--- src/rtl/uartlite_pkg.sv ---
// uartlite_pkg: register offsets, response codes and STAT/CTRL bit layout for the UART-Lite responder
package uartlite_pkg;
  localparam logic [1:0] OFF_RX = 2'd0;
  localparam logic [1:0] OFF_TX = 2'd1;
  localparam logic [1:0] OFF_STAT = 2'd2;
  localparam logic [1:0] OFF_CTRL = 2'd3;
  localparam logic [1:0] RESP_OKAY = 2'b00;
  localparam logic [1:0] RESP_SLVERR = 2'b10;
  localparam int STAT_RX_VALID = 0;
  localparam int STAT_RX_FULL = 1;
  localparam int STAT_TX_EMPTY = 2;
  localparam int STAT_TX_FULL = 3;
  localparam int STAT_IEN = 4;
  localparam int STAT_OVERRUN = 5;
  localparam int CTRL_TX_FLUSH = 0;
  localparam int CTRL_RX_FLUSH = 1;
  localparam int CTRL_IEN = 4;
  function automatic logic [31:0] stat_word(input logic rx_ne, rx_full, tx_empty, tx_full, ien, ovr);
    logic [31:0] s;
    s = '0;
    s[STAT_RX_VALID] = rx_ne;
    s[STAT_RX_FULL] = rx_full;
    s[STAT_TX_EMPTY] = tx_empty;
    s[STAT_TX_FULL] = tx_full;
    s[STAT_IEN] = ien;
    s[STAT_OVERRUN] = ovr;
    return s;
  endfunction
endpackage

--- src/rtl/sync_fifo.sv ---
// sync_fifo: single-clock FIFO with flush; pointers carry an extra wrap bit
//   clk, rst (async active-low); push/din write, pop consumes head, flush empties
//   full/empty flags; head is the oldest entry, 0 while empty
module sync_fifo #(
  parameter int WIDTH = 8,
  parameter int DEPTH = 16
) (
  input  logic             clk,
  input  logic             rst,
  input  logic             push,
  input  logic             pop,
  input  logic             flush,
  input  logic [WIDTH-1:0] din,
  output logic             full,
  output logic             empty,
  output logic [WIDTH-1:0] head
);
  localparam int AW = $clog2(DEPTH);
  logic [WIDTH-1:0] mem [DEPTH];
  logic [AW:0] wr_ptr, rd_ptr;
  logic do_push, do_pop;
  assign empty = wr_ptr == rd_ptr;
  assign full = wr_ptr == {~rd_ptr[AW], rd_ptr[AW-1:0]};
  assign do_push = push && !full;
  assign do_pop = pop && !empty;
  assign head = empty ? '0 : mem[rd_ptr[AW-1:0]];
  // flush wins over any push/pop in the same cycle
  always_ff @(posedge clk or negedge rst)
    if (!rst) begin
      wr_ptr <= '0;
      rd_ptr <= '0;
    end else begin
      wr_ptr <= flush ? '0 : wr_ptr + {{AW{1'b0}}, do_push};
      rd_ptr <= flush ? '0 : rd_ptr + {{AW{1'b0}}, do_pop};
    end
  always_ff @(posedge clk)
    if (do_push) mem[wr_ptr[AW-1:0]] <= din;
endmodule

--- src/rtl/axi_uartlite_slave.sv ---
// axi_uartlite_slave: AXI4-Lite responder exposing the UART-Lite RX/TX/STAT/CTRL registers
//   clk, rst (async active-low)
//   s_axi_aw*/w*/b*: write channels; s_axi_ar*/r*: read channels
//   tx_data/tx_valid/tx_ready: outgoing byte stream from the TX FIFO
//   rx_data/rx_valid: incoming byte strobe into the RX FIFO
//   intr: registered level interrupt
module axi_uartlite_slave
  import uartlite_pkg::*;
#(
  parameter int FIFO_DEPTH = 16
) (
  input  logic        clk,
  input  logic        rst,
  input  logic [31:0] s_axi_awaddr,
  input  logic        s_axi_awvalid,
  output logic        s_axi_awready,
  input  logic [31:0] s_axi_wdata,
  input  logic [3:0]  s_axi_wstrb,
  input  logic        s_axi_wvalid,
  output logic        s_axi_wready,
  output logic [1:0]  s_axi_bresp,
  output logic        s_axi_bvalid,
  input  logic        s_axi_bready,
  input  logic [31:0] s_axi_araddr,
  input  logic        s_axi_arvalid,
  output logic        s_axi_arready,
  output logic [31:0] s_axi_rdata,
  output logic [1:0]  s_axi_rresp,
  output logic        s_axi_rvalid,
  input  logic        s_axi_rready,
  output logic [7:0]  tx_data,
  output logic        tx_valid,
  input  logic        tx_ready,
  input  logic [7:0]  rx_data,
  input  logic        rx_valid,
  output logic        intr
);
  logic live, aw_held, w_held, intr_en, overrun;
  logic [1:0] aw_off, ar_off, wr_resp, rd_resp;
  logic [7:0] w_byte, rx_head;
  logic [31:0] rd_val;
  logic aw_hs, w_hs, ar_hs, do_wr, ctrl_wr;
  logic tx_push, tx_pop, tx_flush, tx_full, tx_empty;
  logic rx_pop, rx_flush, rx_full, rx_empty, stat_rd, ovr_set;
  logic unused_bits;
  assign unused_bits = ^{s_axi_wstrb, s_axi_wdata[31:8], s_axi_awaddr[31:4], s_axi_awaddr[1:0],
                         s_axi_araddr[31:4], s_axi_araddr[1:0]};
  // live holds readies low until the first edge after reset release
  assign s_axi_awready = live && !aw_held && !s_axi_bvalid;
  assign s_axi_wready = live && !w_held && !s_axi_bvalid;
  assign s_axi_arready = live && !s_axi_rvalid;
  assign tx_valid = !tx_empty;
  assign ar_off = s_axi_araddr[3:2];
  always_comb begin
    aw_hs = s_axi_awvalid && s_axi_awready;
    w_hs = s_axi_wvalid && s_axi_wready;
    ar_hs = s_axi_arvalid && s_axi_arready;
    do_wr = aw_held && w_held;
    ctrl_wr = do_wr && aw_off == OFF_CTRL;
    tx_push = do_wr && aw_off == OFF_TX;
    tx_pop = tx_valid && tx_ready;
    tx_flush = ctrl_wr && w_byte[CTRL_TX_FLUSH];
    rx_flush = ctrl_wr && w_byte[CTRL_RX_FLUSH];
    rx_pop = ar_hs && ar_off == OFF_RX;
    stat_rd = ar_hs && ar_off == OFF_STAT;
    ovr_set = rx_valid && rx_full;
    wr_resp = (aw_off == OFF_TX && tx_full) ? RESP_SLVERR : RESP_OKAY;
    rd_val = ar_off == OFF_RX ? {24'b0, rx_head} :
             ar_off == OFF_STAT ? stat_word(!rx_empty, rx_full, tx_empty, tx_full, intr_en, overrun) : '0;
    rd_resp = (ar_off == OFF_RX && rx_empty) ? RESP_SLVERR : RESP_OKAY;
  end
  always_ff @(posedge clk or negedge rst)
    if (!rst) begin
      live <= 1'b0;
      aw_held <= 1'b0;
      w_held <= 1'b0;
      aw_off <= '0;
      w_byte <= '0;
      intr_en <= 1'b0;
      overrun <= 1'b0;
      s_axi_bvalid <= 1'b0;
      s_axi_bresp <= RESP_OKAY;
      s_axi_rvalid <= 1'b0;
      s_axi_rdata <= '0;
      s_axi_rresp <= RESP_OKAY;
      intr <= 1'b0;
    end else begin
      live <= 1'b1;
      aw_held <= aw_hs || (aw_held && !do_wr);
      w_held <= w_hs || (w_held && !do_wr);
      aw_off <= aw_hs ? s_axi_awaddr[3:2] : aw_off;
      w_byte <= w_hs ? s_axi_wdata[7:0] : w_byte;
      intr_en <= ctrl_wr ? w_byte[CTRL_IEN] : intr_en;
      overrun <= ovr_set || (overrun && !stat_rd);
      s_axi_bvalid <= do_wr || (s_axi_bvalid && !s_axi_bready);
      s_axi_bresp <= do_wr ? wr_resp : s_axi_bresp;
      s_axi_rvalid <= ar_hs || (s_axi_rvalid && !s_axi_rready);
      s_axi_rdata <= ar_hs ? rd_val : s_axi_rdata;
      s_axi_rresp <= ar_hs ? rd_resp : s_axi_rresp;
      intr <= intr_en && (!rx_empty || tx_empty);
    end
  sync_fifo #(.WIDTH(8), .DEPTH(FIFO_DEPTH)) u_tx (
    .clk(clk), .rst(rst), .push(tx_push), .pop(tx_pop), .flush(tx_flush),
    .din(w_byte), .full(tx_full), .empty(tx_empty), .head(tx_data)
  );
  sync_fifo #(.WIDTH(8), .DEPTH(FIFO_DEPTH)) u_rx (
    .clk(clk), .rst(rst), .push(rx_valid), .pop(rx_pop), .flush(rx_flush),
    .din(rx_data), .full(rx_full), .empty(rx_empty), .head(rx_head)
  );
endmodule
--- config.mk ---
export PLATFORM = sky130hd
export DESIGN_NAME = axi_uartlite_slave
export DESIGN_NICKNAME = d
export VERILOG_FILES = /design/src/rtl/uartlite_pkg.sv /design/src/rtl/sync_fifo.sv /design/src/rtl/axi_uartlite_slave.sv
export SDC_FILE = /design/constraint.sdc
export NUM_CORES = 1
export LEC_CHECK = 0
export BUFFER_PORTS_ARGS = -buffer_cell sky130_fd_sc_hd__buf_2
export CORE_MARGIN = 3
export CORE_UTILIZATION = 52
export DETAILED_ROUTE_END_ITERATION = 16
export PLACE_DENSITY = 0.86
export SLEW_MARGIN = 20
export SYNTH_ARGS = -nofsm -noshare
export SYNTH_HDL_FRONTEND = slang
export SYNTH_SLANG_ARGS = --single-unit
--- constraint.sdc ---
create_clock -name clk -period 2.12 [get_ports clk]
set_input_delay 0.636 -clock clk [delete_from_list [all_inputs] [get_ports clk]]
set_output_delay 0.636 -clock clk [all_outputs]
set_load 0.02 [all_outputs]
==> run summary, run 1 <==
Root Buffer = clkbuf_16
synth unique cells = 44
Clock Sinks = 304
ANT nets after route = 0
Critical Path End Type = output pin
CTS tree = built
Mapped Avg Cell Area = 18.2 sq um
xor and xnor area share after synthesis = 1.69%
Worst EP required = 1.48 ns
fraction of layout cells with a size suffix above 1 = 38.1%
failing checks = setup timing
# setup viols final = 152
Finished Cell Area = 15,200 sq um
post-synthesis compound-gate area fraction = 3.29%
Place WS = -0.423 ns
maximum vdd drop = 1.31 mV
RSZ-0062 raised after global routing = true
initial antenna violation count = 0
Clock transition at path regs = 0.07 ns
sequential area share after synthesis = 71.6%
worst slew pin tran = 0.883 ns
Die Width = 161 um
mux share of post-synthesis cell area = 13.7%
min Tclk post-route = 3.04 ns
worst-skew pair later-pin latency = 0.56 ns
Rows = 55
largest net degree at the start of global routing = 33
max-slew violations = 0
worst setup path category = flop to output pin
Mapped Area = 12,400 sq um
flops & latches, synth = 304
Crit-path slowest cell = mux4_2
largest family of logic cells by synthesized area = multiplexers
slowest stage delay, CP = 0.49 ns
initial drt markers = 724
final hold slack = 0.0162 ns
# IOs = 168
Final WS setup = -0.923 ns
Final Non-Filler Cells = 1,152
DR pass1 iterations = 5
CTS Buf Count = 30
worst-case clock buffer depth = 3
Max Fanout on Critical Path = 5
Max Clock Skew = 0.0178 ns
simple-gate portion of the synthesized area = 5.42%
Initial Util = 53.9%
CP Cell Sequence = buf_12, buf_12, mux4_2, nor2b_4, a211oi_2, a211oi_2, buf_4
Final nets = 941
Synth Area in Adders = 0.806%
PwrDens = 1330 nW/um^2
leak pwr = 5.28 nW
final wirelength = 28,300 um
crit start category = flop
fin crit share = 144%
Die Area = 25,800 sq um
total number of vias = 6,799
H-tree Lvls = 1
# diodes = 0
vias in the first global route = 7,155
Syn Inst Count = 683
Die Ht = 161 um
most frequent cells in the layout = edfxtp_1 (256), buf_4 (60), mux4_2 (52), dfrtp_1 (46), buf_2 (45)
first-pass GRT wire length = 42,900 um
Inst Count DP = 1,079
Via density = 5.90
commonest non-fill, non-tap cell in the layout = edfxtp_1
routed len/inst = 24.6 um
placed cell areas = 13,500 sq um
DRC = 0
gr usage total = 21.7%
synth-to-layout area growth = 22.0%
Relative slew margins = 40.8%
YS warnings = 0
fmax = 0.329 GHz
port buffer count = 53
Tot Pwr = 20.1 mW
HPWL Detailed = 16,300 um
Final GP Congestion = 0.780
status = finished with violations
max-capacitance violation count = 0
core area = 23,100 sq um
worst path arrival time = 2.41 ns
Hold Crit Class = input port to asynchronous set/reset pin
Final Hold Violating Endpoints = 0
GRT Residual Overflow = 0
## where the power goes
group | switching, mW | total (mW) | internal [mW]
Sequential | 0.774 | 8.27 | 7.49
Clock | 2.15 | 4.93 | 2.78
Combinational | 3.57 | 6.90 | 3.34
Total | 6.49 | 20.1 | 13.6
## stage by stage
| stage | TNS (ns) | util, % |
|---|---|---|
| after floorplan | -1.19 | - |
| after global routing | -57.94 | 65.7 |
| after detailed placement | -30.74 | 58.7 |
| after CTS | -18.49 | 64.9 |
| final | -45.58 | 65.7 |
| after global placement | -24.90 | 58.7 |
## layout make-up
cell class / instances / area [sq um]
tap: 313 / 392
multi-input combinational: 334 / 3730
fill: 1365 / 7900
sequential: 304 / 8890
clock inverter: 18 / 111
inverter: 11 / 43.8
clock buffer: 37 / 798
timing repair buffer: 135 / 1180
## Yosys cell counts, drive strengths merged
| master | instances | area, sq um |
|---|---|---|
| ha | 8 | 100 |
| a31oi | 1 | 6.26 |
| a211oi | 16 | 120 |
| nor2b | 22 | 138 |
| nor2 | 47 | 184 |
| clkbuf | 13 | 48.8 |
| nor3 | 10 | 50.1 |
| o211ai | 1 | 7.51 |
| o221ai | 1 | 8.76 |
| xnor2 | 14 | 123 |
| inv | 11 | 41.3 |
| o21bai | 2 | 15.0 |
| nor3b | 1 | 7.51 |
| mux2i | 10 | 100 |
| a32oi | 1 | 8.76 |
| o2111ai | 9 | 78.8 |
| xor2 | 10 | 87.6 |
| buf | 46 | 344 |
| o21ai | 8 | 40.0 |
| a22o | 3 | 26.3 |
| mux2 | 12 | 135 |
| o31ai | 2 | 15.0 |
| nand2 | 18 | 67.6 |
| mux4 | 63 | 1460 |
| and3 | 7 | 43.8 |
| nand4 | 3 | 31.3 |
| nand2b | 5 | 31.3 |
| a22oi | 9 | 67.6 |
| and2 | 4 | 25.0 |
| conb | 2 | 7.51 |
| a21o | 1 | 7.51 |
| nand3b | 2 | 15.0 |
| a21boi | 1 | 7.51 |
| dfrtp | 48 | 1200 |
| nand3 | 16 | 80.1 |
| edfxtp | 256 | 7690 |
## flip-flops by register name (all words and copies together), names as in the netlist, 2 cells and up
| register | cells |
|---|---|
| aw_off | 2 |
| u_tx.wr_ptr | 5 |
| w_byte | 8 |
| s_axi_rdata | 8 |
| u_tx.rd_ptr | 5 |
| u_rx.mem | 128 |
| u_tx.mem | 128 |
| u_rx.wr_ptr | 5 |
| u_rx.rd_ptr | 5 |
## logic make-up after synthesis
kind of cell / Yosys count
AOI/OAI and AO/OA: 55
xor gates and xnor gates: 24
adders and majority gates: 8
buffers and inverters: 70
DFF: 304
muxes: 85
other: 2
and+or+nand+nor: 135
## critical path: cells and delay by family, from the launching register on
| family | cells | cell delay [ns] |
|---|---|---|
| buf+inv | 3 | 0.43 |
| simple gates | 1 | 0.14 |
| flops | 1 | 0.46 |
| compound gates | 2 | 0.32 |
| mux | 1 | 0.49 |
## final timing paths
check	start	endpoint	slack (ns)	depth (start not counted)
max	u_tx.rd_ptr[0]	tx_data[6]	-0.92	7
min	rst	w_byte[7]	0.02	1
max reg2reg	u_tx.rd_ptr[0]	u_tx.rd_ptr[2]	-0.47	14
min reg2reg	s_axi_rresp[1]	s_axi_rresp[1]	0.51	1
max in group asynchronous	rst	u_rx.wr_ptr[2]	1.45	3
min in group clk	s_axi_bready	s_axi_bvalid	0.27	2
## repair_timing
item	4_1_cts	5_1_grt
hold buffers	0	0
gates resized for setup	82	26
endpoints found under the setup margin	161	230
setup buffers	11	10
pin swaps	23	13
cloned	2	0
## layer usage
metal / global-route usage, % / share of wire (%) / routed length (um) / up-vias
li1: - / - / - / 2906
met1: 27.3 / 36 / 10200 / 3499
met2: 39.1 / 55 / 15500 / 327
met3: 3.10 / 6.2 / 1770 / 67
met4: 6.51 / 3.3 / 944 / 0
met5: 0 / 0 / 0 / -
(Power assumes the default switching activity.)
==> inputs of run 2 (changes only) <==
Settings changed: PLACE_DENSITY 0.86 to default, PLACE_DENSITY_LB_ADDON from default to 0.2.
==> run summary, run 2 (synthesis results as in run 1) <==
status = finished with violations
failing checks = setup timing
CTS Buf Count = 30
Final WS setup = -0.845 ns
Die Ht = 161 um
ANT nets after route = 0
initial antenna violation count = 0
Max Clock Skew = 0.00754 ns
fraction of layout cells with a size suffix above 1 = 38.9%
largest net degree at the start of global routing = 34
# IOs = 168
Die Area = 25,800 sq um
worst path arrival time = 2.33 ns
max-slew violations = 0
commonest non-fill, non-tap cell in the layout = edfxtp_1
routed len/inst = 22.7 um
CTS tree = built
crit start category = flop
Final Hold Violating Endpoints = 0
H-tree Lvls = 1
# setup viols final = 150
PwrDens = 1330 nW/um^2
fin crit share = 140%
Clock Sinks = 304
final wirelength = 26,500 um
Via density = 5.53
Rows = 55
Clock transition at path regs = 0.06 ns
DR pass1 iterations = 4
Final nets = 954
worst slew pin tran = 0.846 ns
# diodes = 0
Final GP Congestion = 0.814
reg-to-reg startpoint = u_tx.rd_ptr[0]
Die Width = 161 um
Core Util, Final = 66.2%
worst-case clock buffer depth = 3
Place WS = -0.403 ns
Worst EP required = 1.48 ns
Critical Path End Type = output pin
Initial Util = 53.9%
vias in the first global route = 6,982
total number of vias = 6,448
fmax = 0.337 GHz
leak pwr = 5.34 nW
Relative slew margins = 43.3%
gr usage total = 20.8%
DRC = 0
max-capacitance violation count = 0
port buffer count = 53
worst setup path category = flop to output pin
Max Fanout on Critical Path = 12
most frequent cells in the layout = edfxtp_1 (256), buf_4 (70), mux4_2 (52), dfrtp_1 (46), buf_2 (45)
first-pass GRT wire length = 41,000 um
worst-skew pair later-pin latency = 0.54 ns
HPWL Detailed = 17,100 um
RSZ-0062 raised after global routing = true
min Tclk post-route = 2.96 ns
maximum vdd drop = 0.949 mV
CP Launch Point = u_tx.rd_ptr[0]
core area = 23,100 sq um
Hold Crit Class = input port to asynchronous set/reset pin
synth-to-layout area growth = 23.0%
initial drt markers = 452
Root Buffer = clkbuf_16
GRT Residual Overflow = 0
[run 2: final cells by class]
class                   count  area, sq um
well taps                 313          392
fillers                  1535         7780
flip-flops and latches    304         8890
repair buffers            148         1230
multi-input cells         334         3730
inverters                  11         43.8
clock inverters            10          125
clock buffers              46          862
[run 2: what timing repair did]
| item | 4_1_cts | 5_1_grt |
|---|---|---|
| endpoints found under the setup margin | 155 | 233 |
| resized for setup | 84 | 27 |
| buffers inserted | 14 | 10 |
| pin swaps | 20 | 8 |
| hold buffers | 0 | 0 |
[run 2: final timing paths]
kind | endpoint | slack (ns) | depth (start not counted)
max | tx_data[3] | -0.84 | 6
min | s_axi_rdata[1] | 0.03 | 1
max reg2reg | u_tx.wr_ptr[4] | -0.66 | 18
min reg2reg | s_axi_rdata[7] | 0.49 | 2
max in group asynchronous | u_tx.rd_ptr[0] | 1.58 | 2
min in group clk | s_axi_bvalid | 0.28 | 2
[run 2: stage by stage]
stage	total power, mW	std cells	instance area, sq um	hold WS [ns]	TNS, ns
2_1_floorplan	12.1	708	12700	0.340	-1.19
3_3_place_gp	14.0	1088	13600	0.467	-11.67
3_5_place_dp	14.2	1088	13600	0.479	-19.30
4_1_cts	20.2	1156	15100	0.00720	-48.24
5_1_grt	21.1	1166	15300	0.0276	-78.50
6_report	20.3	1166	15300	0.0268	-65.59
[run 2: worst max-delay path, stage by stage, from the launching register on]
cell and delay, ns:
dfrtp_2 0.42, buf_12 0.17, buf_12 0.16, mux4_2 0.54
mux2i_2 0.21, a211oi_2 0.10, buf_4 0.17
[run 2: where the power goes]
| part | internal, mW | switching (mW) |
|---|---|---|
| combinational | 3.31 | 3.56 |
| sequential | 7.49 | 0.623 |
| clock | 3.15 | 2.11 |
[run 2: routing by layer]
layer | track usage [%] | part of all wire [%] | routed length (um)
met1 | 26.6 | 39 | 10400
met2 | 36.8 | 54 | 14200
met3 | 3.30 | 4.8 | 1280
met4 | 6.07 | 2.4 | 626
met5 | 0 | 0 | 0
==> inputs of run 3 (changes only) <==
Settings changed: PLACE_DENSITY from default to 0.76, PLACE_DENSITY_LB_ADDON 0.2 to default.
==> run summary, run 3 (synthesis results as in run 1) <==
Worst EP required = 1.48 ns
CP Cell Sequence = buf_12, buf_12, mux4_2, a211oi_2, a211oi_2, buf_2
worst path arrival time = 2.28 ns
sw frac = 31.8%
Max Fanout on Critical Path = 11
worst slew pin tran = 0.684 ns
synth-to-layout area growth = 19.9%
core area = 23,100 sq um
CTS tree = built
Die Ht = 161 um
H-tree Lvls = 1
Bufs and invs on worst path = 3
Die Width = 161 um
reg-to-reg startpoint = u_tx.rd_ptr[0]
vias in the first global route = 7,000
Relative slew margins = 54.4%
commonest non-fill, non-tap cell in the layout = edfxtp_1
Core Util, Final = 64.6%
# setup viols final = 17
status = finished with violations
number of hold buffers added after CTS = 0
CTS Buf Count = 29
DR pass1 iterations = 5
first-pass GRT wire length = 40,700 um
leak pwr = 5.19 nW
Final Hold Violating Endpoints = 0
min Tclk post-route = 2.92 ns
maximum vdd drop = 1.02 mV
Final WS setup = -0.796 ns
total number of vias = 6,591
initial drt markers = 426
final wirelength = 26,500 um
Final Non-Filler Cells = 1,140
# IOs = 168
fraction of layout cells with a size suffix above 1 = 37.1%
Max Clock Skew = 0.00847 ns
Clock transition at path regs = 0.06 ns
sequential share of power = 42.4%
# diodes = 0
PwrDens = 1310 nW/um^2
fmax = 0.343 GHz
RSZ-0062 raised after global routing = true
Final GP Congestion = 0.832
Finished Cell Area = 14,900 sq um
register area = 8890 sq um
DRC = 0
Crit-path slowest cell = mux4_2
crit start category = flop
worst-case clock buffer depth = 3
fin crit share = 138%
initial antenna violation count = 0
R2R depth = 13
max-capacitance violation count = 0
Final nets = 930
gr usage total = 20.5%
Clock Sinks = 304
Rows = 55
Top delay family on crit path = multiplexers
multi-input logic area = 3660 sq um
Place WS = -0.350 ns
Root Buffer = clkbuf_16
Via density = 5.78
Die Area = 25,800 sq um
Fillers = 1,487
Critical Path End Type = output pin
ANT nets after route = 0
Worst R2R Setup Slack = -0.29 ns
Gate power share = 32.4%
placed cell areas = 13,500 sq um
Inst Count DP = 1,076
slowest stage delay, CP = 0.50 ns
largest net degree at the start of global routing = 49
Internal = 13.3 mW
failing checks = setup timing
worst-skew pair later-pin latency = 0.54 ns
worst setup path category = flop to output pin
R2R Path End = u_tx.wr_ptr[4]
HPWL Detailed = 16,900 um
power share of the clock group = 25.2%
Initial Util = 53.9%
switching power = 6.20 mW
routed len/inst = 23.2 um
most frequent cells in the layout = edfxtp_1 (256), buf_4 (61), mux4_2 (52), buf_2 (49), dfrtp_1 (46)
port buffer count = 53
Tot Pwr = 19.5 mW
Hold Crit Class = input port to asynchronous set/reset pin
GRT Residual Overflow = 0
max-slew violations = 0
==> run 3: what timing repair did <==
item | 4_1_cts | 5_1_grt
resized for setup | 59 | 18
pin swaps | 7 | 7
hold endpoints to repair | 0 | 0
buffers inserted | 3 | 8
setup endpoints to repair | 225 | 165
==> run 3: final cells by class <==
cell class / instances / area share (%)
Clock buffer: 47 / 6.00
Clock inverter: 6 / 0.210
Inverter: 11 / 0.294
Multi-Input combinational cell: 334 / 24.6
Sequential cell: 304 / 59.7
Tap cell: 313 / 2.63
Timing Repair Buffer: 125 / 6.53
==> run 3: metrics by stage <==
step | setup TNS [ns] | hold WS, ns
after floorplan | -1.19 | 0.340
after global placement | -30.63 | 0.494
after detailed placement | -41.57 | 0.491
after CTS | -8.32 | 0.212
after global routing | -11.68 | 0.251
final | -7.82 | 0.205
==> run 3: worst max path at each step <==
stage	startpoint	end	slack, ns	cells past startpoint
floorplan	u_tx.rd_ptr[0]	u_tx.rd_ptr[4]	-0.12	12
global placement	u_tx.rd_ptr[0]	tx_data[1]	-0.34	6
detailed placement	u_tx.rd_ptr[0]	tx_data[1]	-0.35	6
CTS	u_tx.rd_ptr[0]	tx_data[2]	-0.84	6
global route	u_tx.rd_ptr[0]	tx_data[5]	-0.88	6
finish	u_tx.rd_ptr[0]	tx_data[1]	-0.80	6
==> run 3: power groups by stage <==
stage / Combinational, mW / Clock, mW / Sequential, mW
finish: 6.32 / 4.93 / 8.27
global route: 6.75 / 5.24 / 8.34
CTS: 6.06 / 5.01 / 8.23
detailed placement: 5.72 / 0 / 8.34
global placement: 5.56 / 0 / 8.24
floorplan: 3.95 / 0 / 8.10
==> run 3: metal layers <==
layer	vias to the layer above	global-route usage, %	share of wire [%]
li1	2889	-	-
met1	3433	26.1	39
met2	209	36.1	53
met3	60	2.97	4.9
met4	0	7.14	3.6
met5	-	0	0
